File: config.mk
export PLATFORM = sky130hd
export DESIGN_NAME = ddr_burst_sched
export DESIGN_NICKNAME = d
export VERILOG_FILES = /design/src/rtl/ddr_burst_sched.sv
export SDC_FILE = /design/constraint.sdc
export NUM_CORES = 1
export LEC_CHECK = 0
export CAP_MARGIN = 20
export CELL_PAD_IN_SITES_DETAIL_PLACEMENT = 1
export CELL_PAD_IN_SITES_GLOBAL_PLACEMENT = 1
export CORE_AREA = 2 2 466 468
export CTS_CLUSTER_SIZE = 10
export DETAILED_ROUTE_END_ITERATION = 7
export DIE_AREA = 0 0 468 470
export PLACE_DENSITY_LB_ADDON = 0.1
export SYNTH_ARGS = -nofsm -noshare
export SYNTH_HDL_FRONTEND = slang
export SYNTH_SLANG_ARGS = --single-unit
File: constraint.sdc
create_clock -name ddr_clk_i -period 3.05 [get_ports ddr_clk_i]
set_input_delay 0.305 -clock ddr_clk_i [delete_from_list [all_inputs] [get_ports ddr_clk_i]]
set_output_delay 0.305 -clock ddr_clk_i [all_outputs]
set_load 0.01 [all_outputs]
File: src/rtl/ddr_burst_sched.sv
`default_nettype none
// ============================================================================
// Module      : ddr_burst_sched
// Description : Schedules fixed-length write and read bursts between an
//               ingress FWFT FIFO, a DDR ring buffer and an egress FIFO.
//               Writes are issued when a full burst is waiting and the ring
//               has room. Reads are issued when a full burst is resident and
//               the egress FIFO can absorb it. When both are possible, the
//               direction alternates. Every transaction is bounded by a
//               timeout.
// Ports       :
//   ddr_clk_i / ddr_rst_i         clock, synchronous active-high reset
//   init_done_i, burst_idle_i     launch qualifiers
//   in_fifo_*                     ingress FIFO level, head word and pop
//   out_fifo_*                    egress FIFO free space, push and data
//   wr_ddr_*                      write burst request and data handshake
//   rd_ddr_*                      read burst request and data handshake
//   fill_beats_o                  beats resident in the DDR ring
//   blocked_cnt_o                 cycles with ingress ready but ring full
//   timeout_err_o                 sticky timeout flag
// Revision    : 1.0 - initial release
// ============================================================================
module ddr_burst_sched #(
    parameter int ADDR_WIDTH    = 30,
    parameter int MEM_DATA_BITS = 256,
    parameter int BURST_LEN     = 64,
    parameter int ADDR_STEP     = 8,
    parameter int DDR_BEATS     = 16777216,
    parameter int TIMEOUT       = 4096
) (
    input  logic                     ddr_clk_i,
    input  logic                     ddr_rst_i,
    input  logic                     init_done_i,
    input  logic [15:0]              in_fifo_cnt_i,
    input  logic [MEM_DATA_BITS-1:0] in_fifo_data_i,
    output logic                     in_fifo_rd_o,
    input  logic [15:0]              out_fifo_free_i,
    output logic                     out_fifo_wr_o,
    output logic [MEM_DATA_BITS-1:0] out_fifo_data_o,
    output logic                     wr_ddr_req_o,
    output logic [7:0]               wr_ddr_len_o,
    output logic [ADDR_WIDTH-1:0]    wr_ddr_addr_o,
    input  logic                     wr_ddr_data_req_i,
    output logic [MEM_DATA_BITS-1:0] wr_ddr_data_o,
    input  logic                     wr_ddr_finish_i,
    output logic                     rd_ddr_req_o,
    output logic [7:0]               rd_ddr_len_o,
    output logic [ADDR_WIDTH-1:0]    rd_ddr_addr_o,
    input  logic                     rd_ddr_data_valid_i,
    input  logic [MEM_DATA_BITS-1:0] rd_ddr_data_i,
    input  logic                     rd_ddr_finish_i,
    input  logic                     burst_idle_i,
    output logic [ADDR_WIDTH-1:0]    fill_beats_o,
    output logic [31:0]              blocked_cnt_o,
    output logic                     timeout_err_o
);

    // Two guard bits so fill + BURST_LEN can never wrap before it is compared.
    localparam int c_cw = ADDR_WIDTH + 2;
    localparam int c_tw = $clog2(TIMEOUT + 1);

    localparam logic [c_cw-1:0]       c_burst_ext  = c_cw'(BURST_LEN);
    localparam logic [c_cw-1:0]       c_beats_ext  = c_cw'(DDR_BEATS);
    localparam logic [ADDR_WIDTH-1:0] c_burst_fill = ADDR_WIDTH'(BURST_LEN);
    localparam logic [15:0]           c_burst_cnt  = 16'(BURST_LEN);
    localparam logic [7:0]            c_len        = 8'(BURST_LEN);
    localparam logic [ADDR_WIDTH-1:0] c_step       = ADDR_WIDTH'(ADDR_STEP);
    localparam logic [c_tw-1:0]       c_to_last    = c_tw'(TIMEOUT - 1);
    localparam logic [c_tw-1:0]       c_to_one     = c_tw'(1);

    localparam logic [2:0] c_st_idle    = 3'd0;
    localparam logic [2:0] c_st_wr_req  = 3'd1;
    localparam logic [2:0] c_st_wr_wait = 3'd2;
    localparam logic [2:0] c_st_rd_req  = 3'd3;
    localparam logic [2:0] c_st_rd_wait = 3'd4;

    logic [2:0]            r_state;
    logic [ADDR_WIDTH-1:0] r_fill;
    logic [ADDR_WIDTH-1:0] r_wr_ptr;
    logic [ADDR_WIDTH-1:0] r_rd_ptr;
    logic [ADDR_WIDTH-1:0] r_wr_addr;
    logic [ADDR_WIDTH-1:0] r_rd_addr;
    logic                  r_wr_req;
    logic                  r_rd_req;
    logic                  r_last_wr;
    logic [c_tw-1:0]       r_to;
    logic [31:0]           r_blocked;
    logic                  r_timeout_err;

    logic [c_cw-1:0]       w_fill_ext;
    logic [c_cw-1:0]       w_fill_plus_ext;
    logic                  w_ingress_ready;
    logic                  w_room;
    logic                  w_wr_ok;
    logic                  w_rd_ok;
    logic                  w_blocked;
    logic                  w_pick_wr;
    logic                  w_pick_rd;
    logic [c_cw-1:0]       w_wr_ptr_sum;
    logic [c_cw-1:0]       w_rd_ptr_sum;
    logic [ADDR_WIDTH-1:0] w_wr_ptr_nxt;
    logic [ADDR_WIDTH-1:0] w_rd_ptr_nxt;

    assign w_fill_ext      = {2'b00, r_fill};
    assign w_fill_plus_ext = w_fill_ext + c_burst_ext;
    assign w_ingress_ready = (in_fifo_cnt_i >= c_burst_cnt);
    assign w_room          = (w_fill_plus_ext <= c_beats_ext);
    assign w_wr_ok         = w_ingress_ready & w_room;
    assign w_rd_ok         = (w_fill_ext >= c_burst_ext) & (out_fifo_free_i >= c_burst_cnt);
    assign w_blocked       = w_ingress_ready & ~w_room;

    // Tie-break: a contested grant goes to the direction not served last.
    assign w_pick_wr = w_wr_ok & (~w_rd_ok | ~r_last_wr);
    assign w_pick_rd = w_rd_ok & ~w_pick_wr;

    // Ring depth is a whole number of bursts, so the pointer lands exactly on
    // DDR_BEATS when it has to wrap.
    assign w_wr_ptr_sum = {2'b00, r_wr_ptr} + c_burst_ext;
    assign w_rd_ptr_sum = {2'b00, r_rd_ptr} + c_burst_ext;
    assign w_wr_ptr_nxt = (w_wr_ptr_sum >= c_beats_ext) ? '0 : w_wr_ptr_sum[ADDR_WIDTH-1:0];
    assign w_rd_ptr_nxt = (w_rd_ptr_sum >= c_beats_ext) ? '0 : w_rd_ptr_sum[ADDR_WIDTH-1:0];

    always_ff @(posedge ddr_clk_i) begin
        if (ddr_rst_i) begin
            r_state       <= c_st_idle;
            r_fill        <= '0;
            r_wr_ptr      <= '0;
            r_rd_ptr      <= '0;
            r_wr_addr     <= '0;
            r_rd_addr     <= '0;
            r_wr_req      <= 1'b0;
            r_rd_req      <= 1'b0;
            r_last_wr     <= 1'b0;
            r_to          <= '0;
            r_blocked     <= '0;
            r_timeout_err <= 1'b0;
        end else begin
            r_wr_req <= 1'b0;
            r_rd_req <= 1'b0;

            if (w_blocked && (r_blocked != 32'hFFFF_FFFF)) begin
                r_blocked <= r_blocked + 32'd1;
            end

            case (r_state)
                c_st_idle: begin
                    if (init_done_i && burst_idle_i) begin
                        if (w_pick_wr) begin
                            r_state   <= c_st_wr_req;
                            r_wr_req  <= 1'b1;
                            r_wr_addr <= r_wr_ptr * c_step;
                            r_last_wr <= 1'b1;
                            r_to      <= '0;
                        end else if (w_pick_rd) begin
                            r_state   <= c_st_rd_req;
                            r_rd_req  <= 1'b1;
                            r_rd_addr <= r_rd_ptr * c_step;
                            r_last_wr <= 1'b0;
                            r_to      <= '0;
                        end
                    end
                end

                c_st_wr_req: begin
                    r_state <= c_st_wr_wait;
                end

                c_st_wr_wait: begin
                    if (wr_ddr_finish_i) begin
                        r_state  <= c_st_idle;
                        r_wr_ptr <= w_wr_ptr_nxt;
                        r_fill   <= r_fill + c_burst_fill;
                    end else if (r_to == c_to_last) begin
                        // Abandon the burst; ring bookkeeping stays untouched.
                        r_state       <= c_st_idle;
                        r_timeout_err <= 1'b1;
                    end else begin
                        r_to <= r_to + c_to_one;
                    end
                end

                c_st_rd_req: begin
                    r_state <= c_st_rd_wait;
                end

                c_st_rd_wait: begin
                    if (rd_ddr_finish_i) begin
                        r_state  <= c_st_idle;
                        r_rd_ptr <= w_rd_ptr_nxt;
                        r_fill   <= r_fill - c_burst_fill;
                    end else if (r_to == c_to_last) begin
                        r_state       <= c_st_idle;
                        r_timeout_err <= 1'b1;
                    end else begin
                        r_to <= r_to + c_to_one;
                    end
                end

                default: begin
                    r_state <= c_st_idle;
                end
            endcase
        end
    end

    assign wr_ddr_req_o    = r_wr_req;
    assign wr_ddr_len_o    = c_len;
    assign wr_ddr_addr_o   = r_wr_addr;
    assign wr_ddr_data_o   = in_fifo_data_i;
    assign in_fifo_rd_o    = (r_state == c_st_wr_wait) & wr_ddr_data_req_i;

    assign rd_ddr_req_o    = r_rd_req;
    assign rd_ddr_len_o    = c_len;
    assign rd_ddr_addr_o   = r_rd_addr;
    assign out_fifo_wr_o   = (r_state == c_st_rd_wait) & rd_ddr_data_valid_i;
    assign out_fifo_data_o = rd_ddr_data_i;

    assign fill_beats_o    = r_fill;
    assign blocked_cnt_o   = r_blocked;
    assign timeout_err_o   = r_timeout_err;

endmodule
`default_nettype wire

* Word level (Yosys, flattened, before mapping)
Index checks and enable logic that the tools add are counted.
W data, S select, Z words.
** Storage, ports and cells
- Logic and storage cells :: 95
- Flip-flop bits (word level) :: 196
- Output and inout port bits :: 655
- RAM bits :: 0
- Bits of input ports :: 552
- Bits in read-only memories :: 0
- Bits in latches :: 0
- Memories :: 0
** Cells by class
- Reduce and logical (&&, ||, !) cells :: 17
- Shift-type cells :: 0
- $lt $le $gt $ge :: 6
- Equal/unequal tests :: 12
- Multipliers :: 0
- Divide/modulo/power cells :: 0
- $add $sub $neg :: 7
- Muxes and demuxes :: 27
- Bitwise gates (word level) :: 14
** Operators with widths (number)
- $mux W30 :: 4
- $add A30 B7 Y31 const B :: 3
- $mux W13 :: 6
- $ge A31 B25 Y1 const B :: 2
- $pmux W30 S2 :: 1
- $pmux W13 S3 :: 1
- $add A32 B1 Y32 const B :: 1
- $ge A16 B7 Y1 const B :: 2
- $ne A32 B32 Y1 const B :: 1
- $le A31 B25 Y1 const B :: 1
- $add A30 B7 Y30 const B :: 1
- $ge A30 B7 Y1 const B :: 1
- $sub A30 B7 Y30 const B :: 1
- $mux W3 :: 6
- $pmux W3 S5 :: 1
- $add A13 B1 Y13 const B :: 1
- $eq A13 B12 Y1 const B :: 1
- $reduce_and A3 Y1 :: 4
- $ne A2 B2 Y1 const B :: 5
- $and A1 B1 Y1 :: 7
- $mux W1 :: 7
- $eq A3 B2 Y1 const B :: 2
- $not A1 Y1 :: 6
- $reduce_and A2 Y1 :: 3
- 13 further kinds :: 15

* Depth between registers and ports, before layout
- Depth after elaboration :: 11
- Mapped depth :: 13
- Mapped depth without buffers :: 11

* Least setup slack after synthesis
No wires, ideal clock.
- Kind :: register -> register
- From :: register r_fill[14], in the netlist fill_beats_o[14]
- To :: register r_to[10]
- Arrival :: 2.786 ns
- Buffers on the path :: 4
- Stages on the path, launching flop included :: 13
- Slack :: 0.131 ns
- Setup time :: 0.133 ns
- Period minus slack after synthesis :: 2.919 ns
- Path through :: dfxtp_1 > buf_4 > and3_1 > buf_4 > nand4_1 > o31a_1 > or3_1 > or4_1 > buf_2 > o31a_1 > o21ai_1 > buf_4 > a311oi_1
** On the way
- Cells in the longest elaborated chain, start to end :: 9
- Elaborated cells on any way between the ends :: 15
** Ends and longest elaborated chain
- start, declared :: line 78 : logic [ADDR_WIDTH-1:0] r_fill;
- start signal, assigned :: line 172 : r_fill <= r_fill + c_burst_fill;
- start signal, assigned :: line 190 : r_fill <= r_fill - c_burst_fill;
- branches (longest 9 deep; another with $add A30 B7 Y31)
- end signal, assigned :: line 178 : r_to <= r_to + c_to_one;
- end signal, assigned :: line 195 : r_to <= r_to + c_to_one;
- end, declared :: line 86 : logic [c_tw-1:0] r_to;
Several ways; the timed one is not identified. The select of a mux whose other input is x is not followed.
A chain may end at the register's enable or synchronous reset.

* Final worst setup path
- From :: register r_fill[20], in the netlist fill_beats_o[20]
- To :: register r_to[11]
Same word-level chain as after synthesis.

==> run summary <==
The run finished with clean final reports. The detail-routed net length per standard cell is 14.3 um. In the layout the commonest cells are nor2_1 (166), dfxtp_1 (155), buf_4 (131), clkdlybuf4s50_1 (129), nand2_1 (76).

The clock net in this run drives a total of 166 sinks. Once the floorplan was initialized, standard cells occupied 5.74% of the core. Among all flip-flop cells after synthesis, the most frequent one is dfxtp_1.

Counting along the longest clock path gives a buffer depth of 2. Of the cells placed in the final design, the portion with a size suffix greater than 1 is 21.1%. The number of hold violations in the final report came out at 0. The setup clock skew after layout is 24.2 ps. After floorplanning, the core was sized to cover 0.216 mm^2. The number of placed cells counting well taps is 4,097. The number of warnings reported in the yosys synthesis log came out at 0. The cell count after synthesis is 1,544. The relative slew slack came out at 48.8%. The largest driver fanout on the critical path is 6. The total power of the final layout is 5.27 mW. The kind of end point of the critical path is a flip-flop. Static timing analysis puts the maximum clock frequency at 330 MHz. Across every metal layer, demand over resource in global routing totals 5.21%.

At the placement stage, the worst setup path has a slack of -235 ps. The amount of wire on met2 after detailed routing is 28,800 um. The CTS tree is yes.

The category of the critical setup timing path is reg -> reg. The synthesized design contains 0 enable-type register cells. In the post-route analysis, the smallest setup slack over all paths is 21.2 ps. The number of clock buffers added by TritonCTS is 17. The final antenna-violating net count is 0. The DRC violation count after routing is 0. The final weighted congestion in routability-driven placement came out at 0.644. Entering global routing, the biggest net connects 69 pins. The overall die height came out at 470 um. The first-iteration detailed-routing DRC count came out at 334. Before antenna repair, the detailed router went through 4 iterations. The cell area after synthesis is 0.0124 mm^2. The topmost layer with routed signal wires is met4.

The number of standard-cell rows in the floorplan is 171. Power spread over the standard cell area amounts to 342 mW/mm^2. The area after detailed placement is 0.0142 mm^2. The die is 468 um wide.

The number of I/O pins is 1,207. The total number of vias is 9,037. The routed design uses 4900 um of met3 wire.

The filler cell count came out at 25.6k. The peak ir drop on the vdd network is 0.381 mV. In this run the static leakage power is 4.79 nW. Of the total power, combinational logic draws 14.1%. The worst hold path belongs to the class in -> reg. The register bit total from synthesis is 166. The register area share after synthesis came out at 26.8%. The worst path needs 3030 ps of the cycle, external delays included. The final core area utilization came out at 7.14%. The final wirelength is 59,400 um. Buffers placed on the I/O ports in this run total 130.

The clock tree synthesis step divided the H-tree into 4 levels. After the last flow step, the layout net total stands at 1,842. The die footprint came out at 0.220 mm^2. Using the TritonRoute via totals, the vias-per-cell ratio works out to 2.18. The reported net switching power came out at 1.70 mW.

The placed wire-length estimate after detailed placement is 45,300 um. The global-route wire length before repair is 78,900 um. The remaining global-route overflow is 0. Across the run, the number of max-cap violations was 0. The initial antenna violation count is 4. The startpoint identified for the worst hold timing path is ddr_rst_i.

The routed metal-1 wire length is 21,600 um. The critical path starts at fill_beats_o[20]$_SDFFE_PP0P_. The most common cell after layout, fill and taps aside is nor2_1. The internal power consumption came out at 3.57 mW. The async set or reset register ratio after synthesis came out at 0%. The mean area per synthesized cell came out at 8.02 um^2.

The share of the clock period used by the worst path after layout came out at 99.3%. The clock network is responsible for 44.1% of the overall power. The clock-pin slew reported for the worst setup and hold paths after clock tree synthesis came out at 80 ps. The total negative slack for setup checks is 0 ps. The layout overhead on the synthesized area came out at 24.4%. Per report_power, the sequential group accounts for 41.8% of the total. The data arrival time at the worst-slack endpoint is 3420 ps. The post-layout instance area came out at 0.0154 mm^2. The post-route worst hold slack is 175 ps. At the pin with the least slew margin, the transition time is 767 ps.

The sort of element at the start of the critical path is a flip-flop. Setup repair after global routing could not meet its margin everywhere. The count of unique library cells instantiated by Yosys came out at 69. The final standard cell count with taps included and fillers excluded is 4,151.

The later pin in the worst-skew pair is clocked with a latency of 550 ps. The reg-to-reg startpoint is fill_beats_o[20]$_SDFFE_PP0P_. Clock tree synthesis selected as its root buffer the cell clkbuf_16. The fraction of power spent switching nets is 32.2%. The required time of the worst setup path came out at 3440 ps. The count of final setup violators came out at 0. The number of slew-limit violations in the final report is 0. The number of global-route vias before repair came out at 9,546.
==> cell usage after synthesis (14+ instances only) <==
master / instances / share of area [%]
nor4_1: 15 / 0.76
nand3_1: 55 / 2.2
and3_1: 35 / 1.8
nor2_1: 167 / 5.1
and4_1: 14 / 0.99
nor3_1: 26 / 1.1
inv_1: 16 / 0.48
xnor2_1: 44 / 3.1
xor2_1: 28 / 2.0
o21ai_0: 31 / 1.3
or3_1: 18 / 0.91
buf_4: 557 / 34
nand2_1: 78 / 2.4
mux2i_1: 46 / 3.7
a21oi_1: 40 / 1.6
clkbuf_1: 36 / 1.1
dfxtp_1: 166 / 27
nand4_1: 24 / 1.2
==> cells by family (layout without fill, tap and decap cells) <==
family	Yosys count	after routing	share of synthesized area (%)
multiplexers	58	58	4.81
XOR/XNOR	72	72	5.09
flip-flops	166	166	26.8
adder cells (fa/ha/maj)	7	7	0.707
AO/OA/AOI/OAI	139	139	7.41
buffers and inverters	626	340	36.2
other	2	41	0.0606
AND/OR/NAND/NOR	474	474	18.9
==> worst max-delay path, cell delays in order (launching register included) <==
cell and delay [ps]:
dfxtp_2 370, and4_4 250, nand4_1 170, o31a_1 290
or3_4 380, or4_4 540, o31a_1 380, o21ai_2 210
buf_6 190, a311oi_2 100
==> area by class of cell <==
cell class                      instances  area (um^2)  area share [%]
Multi-Input combinational cell        790         5060            32.9
Clock inverter                         13          113           0.731
Sequential cell                       166         3340            21.7
Timing Repair Buffer                  292         2820            18.3
Tap cell                             2854         3570            23.2
Antenna cell                            1         2.50          0.0162
Inverter                               16         62.6           0.406
Clock buffer                           19          433            2.81
==> power by group through the flow <==
stage	Clock (mW)	Combinational (mW)	Sequential, mW
after global routing	2.61	0.815	2.21
after floorplan	0	1.02	2.25
after global placement	0	0.630	2.25
after CTS	2.58	0.739	2.20
final	2.32	0.741	2.20
after detailed placement	0	0.630	2.25
==> path summary, 6_finish.rpt <==
| kind | end | slack [ps] | depth (start not counted) |
|---|---|---|---|
| min | wr_ddr_addr_o[24]$_SDFFE_PP0P_ | 180 | 2 |
| max reg2reg | r_to[11]$_SDFFE_PP0P_ | 20 | 9 |
| max | r_to[11]$_SDFFE_PP0P_ | 20 | 9 |
| min reg2reg | r_to[12]$_SDFFE_PP0P_ | 460 | 2 |
==> sequential cells by signal (all words and copies together) (netlist names) <==
signal	count
r_state	3
r_last_wr	1
rd_ddr_req_o	1
r_rd_ptr	24
wr_ddr_addr_o	21
wr_ddr_req_o	1
r_wr_ptr	24
timeout_err_o	1
r_to	13
blocked_cnt_o	32
rd_ddr_addr_o	21
fill_beats_o	24
==> routing by layer <==
metal	vias to the layer above	track usage (%)
met1	4302	5.10
met2	392	8.83
li1	4066	-
met5	-	0
met3	277	2.04
met4	0	3.97
==> repair_timing <==
action,CTS,global route
setup endpoints to repair,84,72
gates cloned,3,4
pin swaps,12,16
resized for setup,55,52
hold buffers,0,0
buffers inserted,11,5
(Power assumes the default switching activity.)
